<file path="src/rtl/alu_cmd_sequencer.sv">
// Buffers ALU requests in an in-order FIFO, issues them one at a time to the registered ALU,
// and returns RES/flags with the request tag. Optional error counter: define ALU_SEQ_ERR_CNT_EN.
module alu_cmd_sequencer #(
  parameter int unsigned WIDTH     = 8,
  parameter int unsigned CMD_WIDTH = 4,
  parameter int unsigned TAG_W     = 4,
  parameter int unsigned DEPTH     = 4,
  parameter int unsigned ALU_LAT   = 2,
  parameter int unsigned MUL_LAT   = 3
) (
  input  logic                 CLK,
  input  logic                 RST,
  input  logic                 req_valid,
  output logic                 req_ready,
  input  logic [WIDTH-1:0]     req_opa,
  input  logic [WIDTH-1:0]     req_opb,
  input  logic [CMD_WIDTH-1:0] req_cmd,
  input  logic                 req_mode,
  input  logic                 req_cin,
  input  logic [1:0]           req_inp_valid,
  input  logic [TAG_W-1:0]     req_tag,
  output logic [WIDTH-1:0]     alu_opa,
  output logic [WIDTH-1:0]     alu_opb,
  output logic [CMD_WIDTH-1:0] alu_cmd,
  output logic                 alu_mode,
  output logic                 alu_cin,
  output logic                 alu_ce,
  output logic [1:0]           alu_inp_valid,
  input  logic [2*WIDTH:0]     alu_res,
  input  logic                 alu_cout,
  input  logic                 alu_oflow,
  input  logic                 alu_g,
  input  logic                 alu_e,
  input  logic                 alu_l,
  input  logic                 alu_err,
  output logic                 rsp_valid,
  input  logic                 rsp_ready,
  output logic [2*WIDTH:0]     rsp_res,
  output logic [5:0]           rsp_flags,
  output logic [TAG_W-1:0]     rsp_tag,
  output logic                 busy
`ifdef ALU_SEQ_ERR_CNT_EN
  , output logic [7:0]         err_cnt
`endif
);

  localparam int unsigned PTR_W   = (DEPTH > 1) ? $clog2(DEPTH) : 1;
  localparam int unsigned LAT_MAX = (MUL_LAT > ALU_LAT) ? MUL_LAT : ALU_LAT;
  localparam int unsigned CNT_W   = (LAT_MAX > 1) ? $clog2(LAT_MAX + 1) : 1;
  localparam logic [PTR_W:0] FULL_CNT = (PTR_W + 1)'(DEPTH);

  typedef struct packed {
    logic [WIDTH-1:0]     opa;
    logic [WIDTH-1:0]     opb;
    logic [CMD_WIDTH-1:0] cmd;
    logic                 mode;
    logic                 cin;
    logic [1:0]           inp_valid;
    logic [TAG_W-1:0]     tag;
  } req_t;

  typedef enum logic [1:0] {S_IDLE, S_ISSUE, S_WAIT, S_RESP} state_t;

  state_t             state_q, state_d;
  req_t               fifo_mem [DEPTH];
  req_t               req_in, op_q;
  logic [PTR_W-1:0]   wr_ptr, rd_ptr;
  logic [PTR_W:0]     count, count_nxt;
  logic               full_q, empty, push, pop;
  logic               capture, rsp_done, is_mul;
  logic [CNT_W-1:0]   lat_cnt, lat_load;
  logic               rsp_valid_q;
  logic [2*WIDTH:0]   rsp_res_q;
  logic [5:0]         rsp_flags_q;
  logic [TAG_W-1:0]   rsp_tag_q;

  assign req_in = '{opa: req_opa, opb: req_opb, cmd: req_cmd, mode: req_mode,
                    cin: req_cin, inp_valid: req_inp_valid, tag: req_tag};

  assign empty     = (count == '0);
  assign req_ready = !full_q;
  assign push      = req_valid && !full_q;
  assign rsp_done  = rsp_valid_q && rsp_ready;

  always_comb begin
    count_nxt = count;
    case ({push, pop})
      2'b10:   count_nxt = count + {{PTR_W{1'b0}}, 1'b1};
      2'b01:   count_nxt = count - {{PTR_W{1'b0}}, 1'b1};
      default: count_nxt = count;
    endcase
  end

  always_ff @(posedge CLK) begin
    if (push) fifo_mem[wr_ptr] <= req_in;
  end

  always_ff @(posedge CLK or posedge RST) begin
    if (RST) begin
      wr_ptr <= '0;
      rd_ptr <= '0;
      count  <= '0;
      full_q <= 1'b0;
    end else begin
      if (push) wr_ptr <= wr_ptr + {{(PTR_W-1){1'b0}}, 1'b1};
      if (pop)  rd_ptr <= rd_ptr + {{(PTR_W-1){1'b0}}, 1'b1};
      count  <= count_nxt;
      full_q <= (count_nxt == FULL_CNT);
    end
  end

  always_comb begin
    is_mul   = op_q.mode && ((op_q.cmd == CMD_WIDTH'(9)) || (op_q.cmd == CMD_WIDTH'(10)));
    lat_load = is_mul ? CNT_W'(MUL_LAT - 1) : CNT_W'(ALU_LAT - 1);
  end

  always_ff @(posedge CLK or posedge RST) begin
    if (RST) state_q <= S_IDLE;
    else     state_q <= state_d;
  end

  // RESP can chain straight into ISSUE so back-to-back ops cost LAT+2 cycles.
  always_comb begin
    state_d = state_q;
    pop     = 1'b0;
    capture = 1'b0;
    unique case (state_q)
      S_IDLE: begin
        if (!empty) begin
          pop     = 1'b1;
          state_d = S_ISSUE;
        end
      end
      S_ISSUE: state_d = S_WAIT;
      S_WAIT: begin
        if (lat_cnt == '0) begin
          capture = 1'b1;
          state_d = S_RESP;
        end
      end
      S_RESP: begin
        if (rsp_done) begin
          if (!empty) begin
            pop     = 1'b1;
            state_d = S_ISSUE;
          end else begin
            state_d = S_IDLE;
          end
        end
      end
      default: state_d = S_IDLE;
    endcase
  end

  always_ff @(posedge CLK or posedge RST) begin
    if (RST) begin
      op_q        <= '0;
      lat_cnt     <= '0;
      rsp_valid_q <= 1'b0;
      rsp_res_q   <= '0;
      rsp_flags_q <= '0;
      rsp_tag_q   <= '0;
    end else begin
      if (pop) op_q <= fifo_mem[rd_ptr];
      if (state_q == S_ISSUE)
        lat_cnt <= lat_load;
      else if ((state_q == S_WAIT) && (lat_cnt != '0))
        lat_cnt <= lat_cnt - {{(CNT_W-1){1'b0}}, 1'b1};
      if (capture) begin
        rsp_valid_q <= 1'b1;
        rsp_res_q   <= alu_res;
        rsp_flags_q <= {alu_cout, alu_oflow, alu_g, alu_e, alu_l, alu_err};
        rsp_tag_q   <= op_q.tag;
      end else if (rsp_done) begin
        rsp_valid_q <= 1'b0;
      end
    end
  end

`ifdef ALU_SEQ_ERR_CNT_EN
  always_ff @(posedge CLK or posedge RST) begin
    if (RST)
      err_cnt <= '0;
    else if (rsp_done && rsp_flags_q[0] && (err_cnt != '1))
      err_cnt <= err_cnt + 8'd1;
  end
`endif

  assign alu_opa       = op_q.opa;
  assign alu_opb       = op_q.opb;
  assign alu_cmd       = op_q.cmd;
  assign alu_mode      = op_q.mode;
  assign alu_cin       = op_q.cin;
  assign alu_inp_valid = op_q.inp_valid;
  assign alu_ce        = (state_q == S_ISSUE) || (state_q == S_WAIT);

  assign rsp_valid = rsp_valid_q;
  assign rsp_res   = rsp_res_q;
  assign rsp_flags = rsp_flags_q;
  assign rsp_tag   = rsp_tag_q;
  assign busy      = (state_q != S_IDLE) || !empty;

endmodule

</file>
<file path="config.mk">
export PLATFORM = sky130hd
export DESIGN_NAME = alu_cmd_sequencer
export DESIGN_NICKNAME = d
export VERILOG_FILES = /design/src/rtl/alu_cmd_sequencer.sv
export SDC_FILE = /design/constraint.sdc
export NUM_CORES = 1
export LEC_CHECK = 0
export CAP_MARGIN = 40
export CORE_UTILIZATION = 58
export CTS_CLUSTER_DIAMETER = 30
export CTS_CLUSTER_SIZE = 28
export DETAILED_ROUTE_END_ITERATION = 7
export GPL_ROUTABILITY_DRIVEN = 0
export HOLD_SLACK_MARGIN = 0.12
export PLACE_DENSITY = 0.85
export SLEW_MARGIN = 20
export SYNTH_ARGS = -nofsm -noshare
export SYNTH_HDL_FRONTEND = slang
export SYNTH_SLANG_ARGS = --single-unit
</file>
<file path="constraint.sdc">
create_clock -name CLK -period 4.2 [get_ports CLK]
set_input_delay 0.84 -clock CLK [delete_from_list [all_inputs] [get_ports CLK]]
set_output_delay 0.84 -clock CLK [all_outputs]
set_load 0.03 [all_outputs]
</file>
==> results of run 1 <==
## registers in the layout (all words and copies together) (netlist names), 3 cells and up
name and cells:
alu_opb 8, rsp_tag 4, rsp_flags 6, op_q 4, alu_opa 8, fifo_mem 112, count 3, rsp_res 17
alu_cmd 4
## power by group through the flow
stage / registers, µW / logic (µW) / clock network [µW]
floorplan: 2960 / 1800 / 0
global placement: 2780 / 2630 / 0
detailed placement: 2760 / 2810 / 0
CTS: 2750 / 2830 / 1630
global route: 2790 / 2970 / 1700
finish: 2740 / 2800 / 1600
## area by class of cell
type	instances	area [µm²]	share of cell area
sequential	180	5070	0.563
clock buffer	17	425	0.0473
multi-input combinational	134	1810	0.201
clock inverter	15	181	0.0202
timing repair buffer	124	1250	0.139
inverter	15	56.3	0.00626
tap	168	210	0.0234
## cells in the final DEF, fill, tap and decap left out, types with 3 or more instances in the layout
| master | count |
|---|---|
| edfxtp_1 | 112 |
| nand2_1 | 4 |
| clkbuf_16 | 17 |
| buf_4 | 10 |
| o21ai_0 | 4 |
| dfrtp_1 | 67 |
| clkdlybuf4s50_1 | 109 |
| inv_1 | 14 |
| buf_8 | 4 |
| ha_1 | 11 |
| and2_1 | 4 |
| xor2_1 | 3 |
| bufinv_16 | 3 |
| xnor2_1 | 4 |
| mux4_2 | 28 |
| clkinv_4 | 3 |
| mux2_2 | 29 |
| clkinvlp_4 | 5 |
| mux2_4 | 28 |
## critical path, delay by kind of cell (launching register included)
kind / cells / cell delay, ps
buffers and inverters: 3 / 810
DFF: 1 / 420
and+or+nand+nor: 1 / 330
adders and majority gates: 1 / 190
## metrics by stage
step | hold WS [ps] | setup slack [ps]
final | 504 | 1190
after global routing | 520 | 1060
after CTS | 507 | 1190
after detailed placement | 493 | 1060
after global placement | 486 | 1030
after floorplan | 478 | 1420
## final timing paths
check                                        from                      to  cells past startpoint
setup / recovery           state_q[0]$_DFFE_PP0P_                    busy                      5
max in group asynchronous                     RST  rsp_tag[0]$_DFFE_PP0P_                      3
min in group asynchronous                     RST  rsp_res[4]$_DFFE_PP0P_                      2
hold reg to reg            rsp_tag[1]$_DFFE_PP0P_  rsp_tag[1]$_DFFE_PP0P_                      1
setup reg to reg           state_q[0]$_DFFE_PP0P_        full_q$_DFF_PP0_                      9
hold / removal             rsp_tag[1]$_DFFE_PP0P_  rsp_tag[1]$_DFFE_PP0P_                      1
## cell families after synthesis
family                     synth area share
adders and majority gates            0.0219
and+or+nand+nor                      0.0185
buffers and inverters                0.0440
muxes                                 0.192
AOI/OAI and AO/OA                    0.0106
xor gates and xnor gates            0.00853
DFF                                   0.705
## layer usage
metal	vias up	GRT usage	routed length, µm	share of wire
met5	-	0	0	0
met1	1752	0.287	5480	0.42
li1	1575	-	-	-
met2	146	0.363	6550	0.50
met4	0	0.0640	153	0.012
met3	17	0.0728	865	0.066
==> summary.txt, run 1 <==
Critical path
  • Worst Path Required: 3360 ps
  • Crit end category: output port
  • Crit Path Class: flop to output port
  • Crit path max-delay cell type: clkdlybuf4s50_1
  • R2r setup slk: between 1500 and 2000 ps
  • CP max stage delay: approximately 600 ps
  • Crit path DAT: around 2200 ps
  • CP Launch Type: flop
  • Crit-path most repeated cell: inv_1
  • Worst path cell trace: inv_1 > ha_1 > nor4b_2 > inv_1 > clkdlybuf4s50_1
  • Critical path peak fanout: 4

Logic synthesis
  • Cell taking the most area after synthesis: edfxtp_1
  • Syn avg cell area: around 20 µm²
  • Synth Net Count: 430
  • Most frequent cell after synthesis: edfxtp_1
  • Area contributors post-synth: edfxtp_1, dfrtp_1, mux4_2
  • Post-Syn Area: roughly 0.007 mm²
  • Synth Register Bits: 180
  • Commonest cells in the netlist: edfxtp_1, dfrtp_1, mux2_2
  • Register area share after synthesis: 0.705
  • Synth cell types: 34
  • Ys Warns: 0
  • Syn Inst Count: about 360
  • FFs w/ async S/R, synth: 0.378
  • Primary FF master, synth: edfxtp_1
  • EDFF count, synth: roughly 110
  • Synth top area share: 0.468

Final layout
  • Finished Core Util: 0.745
  • Share of post-route cells with drive strength above 1: 0.282
  • Final #Nets: around 540
  • Design area: 0.00899 mm²
  • Ant. Diodes: 0
  • Fill cell total of the finished layout: around 710
  • Area delta synth->final: 25.1%
  • Non-Filler Instances: 653

Drt
  • TritonRoute pass-1 iters: 4
  • Via count: 3490
  • Vias/cell: around 5.3
  • Iter 0 DRT Violations: approximately 210
  • Residual DRC: 0
  • Wire per inst: 20.0 µm
  • Final WL: ~13000 µm
  • Post-DRT Antenna Nets: 0

Power
  • Sequential group share of total power: 0.384
  • Clock network power share: 0.224
  • P_sw: ~2300 µW
  • Peak supply drop: 0.455 mV
  • Lkg Pwr: about 0.0034 µW
  • Total Power: roughly 7100 µW
  • Switching share of power: 0.328
  • Part of the power in combinational logic: 0.393
  • Internal: 4800 µW
  • Pwr dens: approximately 800 mW/mm²

Global route
  • GR Overflow Total: 0
  • Global-route wire length before repair: between 20000 and 25000 µm
  • Vias in the first global route: between 3000 and 4000
  • Largest net degree at the start of global routing: 38
  • Overall Global Routing Usage: 0.222
  • Initial antenna violation count: 0

Floorplanning
  • Starting Density: 0.596
  • Total Die Area: around 0.013 mm²
  • Die X: roughly 110 µm
  • Number of cell rows: 40
  • I/O pin total: 110
  • Area of the core: ~0.012 mm²
  • Die Ht: approximately 110 µm

STA
  • Fin. max-slew vios: 0
  • Clk_skew: approximately 9.6 ps
  • Final Setup Violations: 0
  • Unrepaired setup endpoints after global routing: no
  • Tightest Pin Transition: 657 ps
  • Fin. Hold Viols: 0
  • Rel. slew slack: 0.561
  • Setup Total Neg Slack: 0 ps
  • Minimum clock period: 3010 ps
  • Maximum clock rate: approximately 0.33 GHz
  • Final Cycle Share: 0.717

Clock tree
  • CTS H-tree depth: 4
  • Clock Tree Root: clkbuf_16
  • CTS clk-pin slew, worst paths: 60 ps
  • Clock Latency Late Sink: about 430 ps
  • Post-CTS Setup Bufs: 0
  • Cts bufs inserted: 17
  • Clock Path Buffers: 2
  • CTS sink cnt: between 150 and 200
  • CTS tree: yes
  • Cts hold-fix bufs: 0
  • Post-CTS Resized: 0

Placed design
  • DP HPWL: about 8400 µm
  • Area after DPL: around 0.0084 mm²
  • Placed insts: between 600 and 700
  • IO buf count: around 110

Run status
  • Status: completed

Flow run
  • # Max-Cap Violations: 0

Min path
  • Min-delay worst type: flop to flop
No activity file was read; power rests on OpenSTA's default activity.
==> inputs of run 2 (changes only) <==
--- a/config.mk
+++ b/config.mk
@@ -6,13 +6,13 @@
 export NUM_CORES = 1
 export LEC_CHECK = 0
 export CAP_MARGIN = 40
-export CORE_UTILIZATION = 58
+export CORE_UTILIZATION = 48
 export CTS_CLUSTER_DIAMETER = 30
 export CTS_CLUSTER_SIZE = 28
 export DETAILED_ROUTE_END_ITERATION = 7
 export GPL_ROUTABILITY_DRIVEN = 0
 export HOLD_SLACK_MARGIN = 0.12
-export PLACE_DENSITY = 0.85
+export PLACE_DENSITY = 0.75
 export SLEW_MARGIN = 20
 export SYNTH_ARGS = -nofsm -noshare
 export SYNTH_HDL_FRONTEND = slang
==> constraint.sdc (replaced) <==
create_clock -name CLK -period 2.5 [get_ports CLK]
set_input_delay 0.5 -clock CLK [delete_from_list [all_inputs] [get_ports CLK]]
set_output_delay 0.5 -clock CLK [all_outputs]
set_load 0.03 [all_outputs]
==> run 2 against run 1 <==
- via count about the same
- global-route usage decreased by 4.7 points
- critical path depth decreased by 2
- wire length decreased by 5.7%
- final area increased by 1.3%
- worst hold slack got worse by 24 ps
- combinational power increased by 71%
- critical path type unchanged
==> summary.txt, run 2 (same netlist as run 1, synthesis figures left out) <==
Clock tree
  • Cts hold-fix bufs: 0 (unchanged)
  • Clock Path Buffers: 2 (unchanged)
  • Clock Latency Late Sink: 430 ps (about the same)
  • CTS sink cnt: 180 (unchanged)
  • CTS clk-pin slew, worst paths: 60 ps (about the same)
  • Cts bufs inserted: 17 (unchanged)
  • CTS tree: yes
  • CTS H-tree depth: 4 (unchanged)
  • Clock Tree Root: clkbuf_16

Critical path
  • Crit Path Class: flop to output port
  • Crit end category: output port
  • CP max stage delay: 670 ps (+70 ps)
  • CP Launch Type: flop
  • Critical path buffers and inverters: 2 (-1)
  • Crit path max-delay cell type: clkdlybuf4s50_1
  • Worst path cell trace: inv_2 > ha_4 > clkdlybuf4s50_1
  • Crit path DAT: 1880 ps (-290 ps)
  • Critical path peak fanout: 4 (unchanged)
  • CP delay by family, top: buffers and inverters
  • Worst Path Required: 2000 ps (-1360 ps)

Final layout
  • Share of post-route cells with drive strength above 1: 0.315 (+0.0325)
  • Number of flip-flops in the largest register: 112 (unchanged)
  • Commonest non-fill, non-tap cell in the layout: edfxtp_1
  • Non-Filler Instances: 673 (+3.1%)
  • Most frequent cells in the layout: edfxtp_1, clkdlybuf4s50_1, dfrtp_1, mux2_2
  • Finished Core Util: 0.624 (-0.121)
  • Area delta synth->final: 26.7%
  • Reg with most FFs: fifo_mem
  • Ant. Diodes: 0 (unchanged)
  • Final #Nets: 543 (+0.74%)
  • Design area: 0.00910 mm² (+1.3%)

Floorplanning
  • Area of the core: 0.0146 mm² (+21%)
  • Total Die Area: 0.0155 mm² (+20%)
  • I/O pin total: 110 (unchanged)
  • Die X: 124 µm (+9.7%)
  • Number of cell rows: 44 (+10%)
  • Starting Density: 0.493 (-0.103)
  • Die Ht: 124 µm (+9.7%)

Drt
  • Via count: 3493 (+0.086%)
  • Wire per inst: 18.3 µm (-8.5%)
  • Post-DRT Antenna Nets: 0 (unchanged)
  • Vias/cell: 5.19 (-2.9%)
  • TritonRoute pass-1 iters: 4 (unchanged)
  • Iter 0 DRT Violations: 167 (-21%)
  • Final WL: 12300 µm (-5.7%)
  • Residual DRC: 0 (unchanged)

Power
  • Peak supply drop: 0.844 mV (+85%)
  • Pwr dens: 1320 mW/mm² (+66%)
  • Total Power: 12000 µW (+69%)
  • Lkg Pwr: 0.00337 µW (+0.63%)

STA
  • Fin. max-slew vios: 0 (unchanged)
  • Rel. slew slack: 0.599 (+0.0376)
  • Unrepaired setup endpoints after global routing: no
  • Tightest Pin Transition: 601 ps (-55.5 ps)
  • Clk_skew: 8.87 ps (-0.767 ps)
  • Minimum clock period: between 2000 and 2500 ps
  • Fin. Hold Viols: 0 (unchanged)
  • Final Cycle Share: 0.953
  • Maximum clock rate: between 0.4 and 0.5 GHz
  • Hold_ws: 480 ps (-24.1 ps)
  • Final Setup Violations: 0 (unchanged)

Global route
  • Overall Global Routing Usage: 0.175 (-0.0468)
  • Largest net degree at the start of global routing: 69 (+82%)
  • Global-route wire length before repair: 20300 µm (-0.61%)
  • Vias in the first global route: 3791 (+1.2%)
  • GR Overflow Total: 0 (unchanged)
  • Initial antenna violation count: 0 (unchanged)

Placed design
  • Placed insts: 638 (+2.7%)
  • Area after DPL: 0.00848 mm² (+1.2%)
  • DP HPWL: 7930 µm (-5.5%)
  • IO buf count: 109 (unchanged)

Flow run
  • # Max-Cap Violations: 0 (unchanged)

Run status
  • Status: completed

Min path
  • Min-delay worst type: input pin to async pin
==> run 2: worst paths after layout <==
kind	startpoint	end	slack, ps	depth (start not counted)
max	state_q[0]$_DFFE_PP0P_	alu_ce	120	3
min	RST	rsp_res[5]$_DFFE_PP0P_	480	3
max reg2reg	state_q[0]$_DFFE_PP0P_	full_q$_DFF_PP0_	120	9
min reg2reg	rsp_res[3]$_DFFE_PP0P_	rsp_res[3]$_DFFE_PP0P_	510	1
max in group asynchronous	RST	state_q[1]$_DFFE_PP0P_	1710	3
min in group CLK	rsp_res[3]$_DFFE_PP0P_	rsp_res[3]$_DFFE_PP0P_	510	1
==> run 2: metal layers <==
metal / routed length, µm / up-vias / global-route usage / part of all wire
met1: 5440 / 1779 / 0.223 / 0.44
li1: - / 1586 / - / -
met4: 118 / 0 / 0.0652 / 0.0096
met2: 6110 / 113 / 0.281 / 0.50
met5: 0 / - / 0 / 0
met3: 643 / 15 / 0.0576 / 0.052
==> run 2: layout make-up <==
type / count / area, µm²
multi-input combinational: 134 / 1850
clock buffer: 18 / 439
fill: 995 / 5480
tap: 184 / 230
sequential: 180 / 5070
timing repair buffer: 128 / 1310
clock inverter: 14 / 151
inverter: 15 / 58.8
==> run 2: stage by stage <==
stage               TNS, ps  worst slack, ps
finish                    0              117
global route              0             1.12
CTS                       0             20.3
detailed placement     -402             -313
global placement       -270             -225
floorplan                 0             8.00
==> run 2: worst register-to-register path, delay by kind of cell, from the launching register on <==
| family | cells | cell delay, ps |
|---|---|---|
| flip-flops | 1 | 420 |
| AO/OA/AOI/OAI | 1 | 230 |
| buffers and inverters | 2 | 120 |
| AND/OR/NAND/NOR | 2 | 580 |
| adder cells (fa/ha/maj) | 3 | 790 |
| XOR/XNOR | 1 | 160 |
==> run 2: power by group <==
part	total (µW)	internal [µW]	switching, µW
Clock	2630	1510	1120
Sequential	4610	4110	505
Combinational	4780	2470	2310
==> run 2: repair_timing <==
| action | CTS | global route |
|---|---|---|
| buffers inserted | 0 | 3 |
| pin swaps | 0 | 1 |
| endpoints found under the hold margin | 0 | 0 |
| setup endpoints to repair | 1 | 2 |
| gates resized for setup | 1 | 3 |
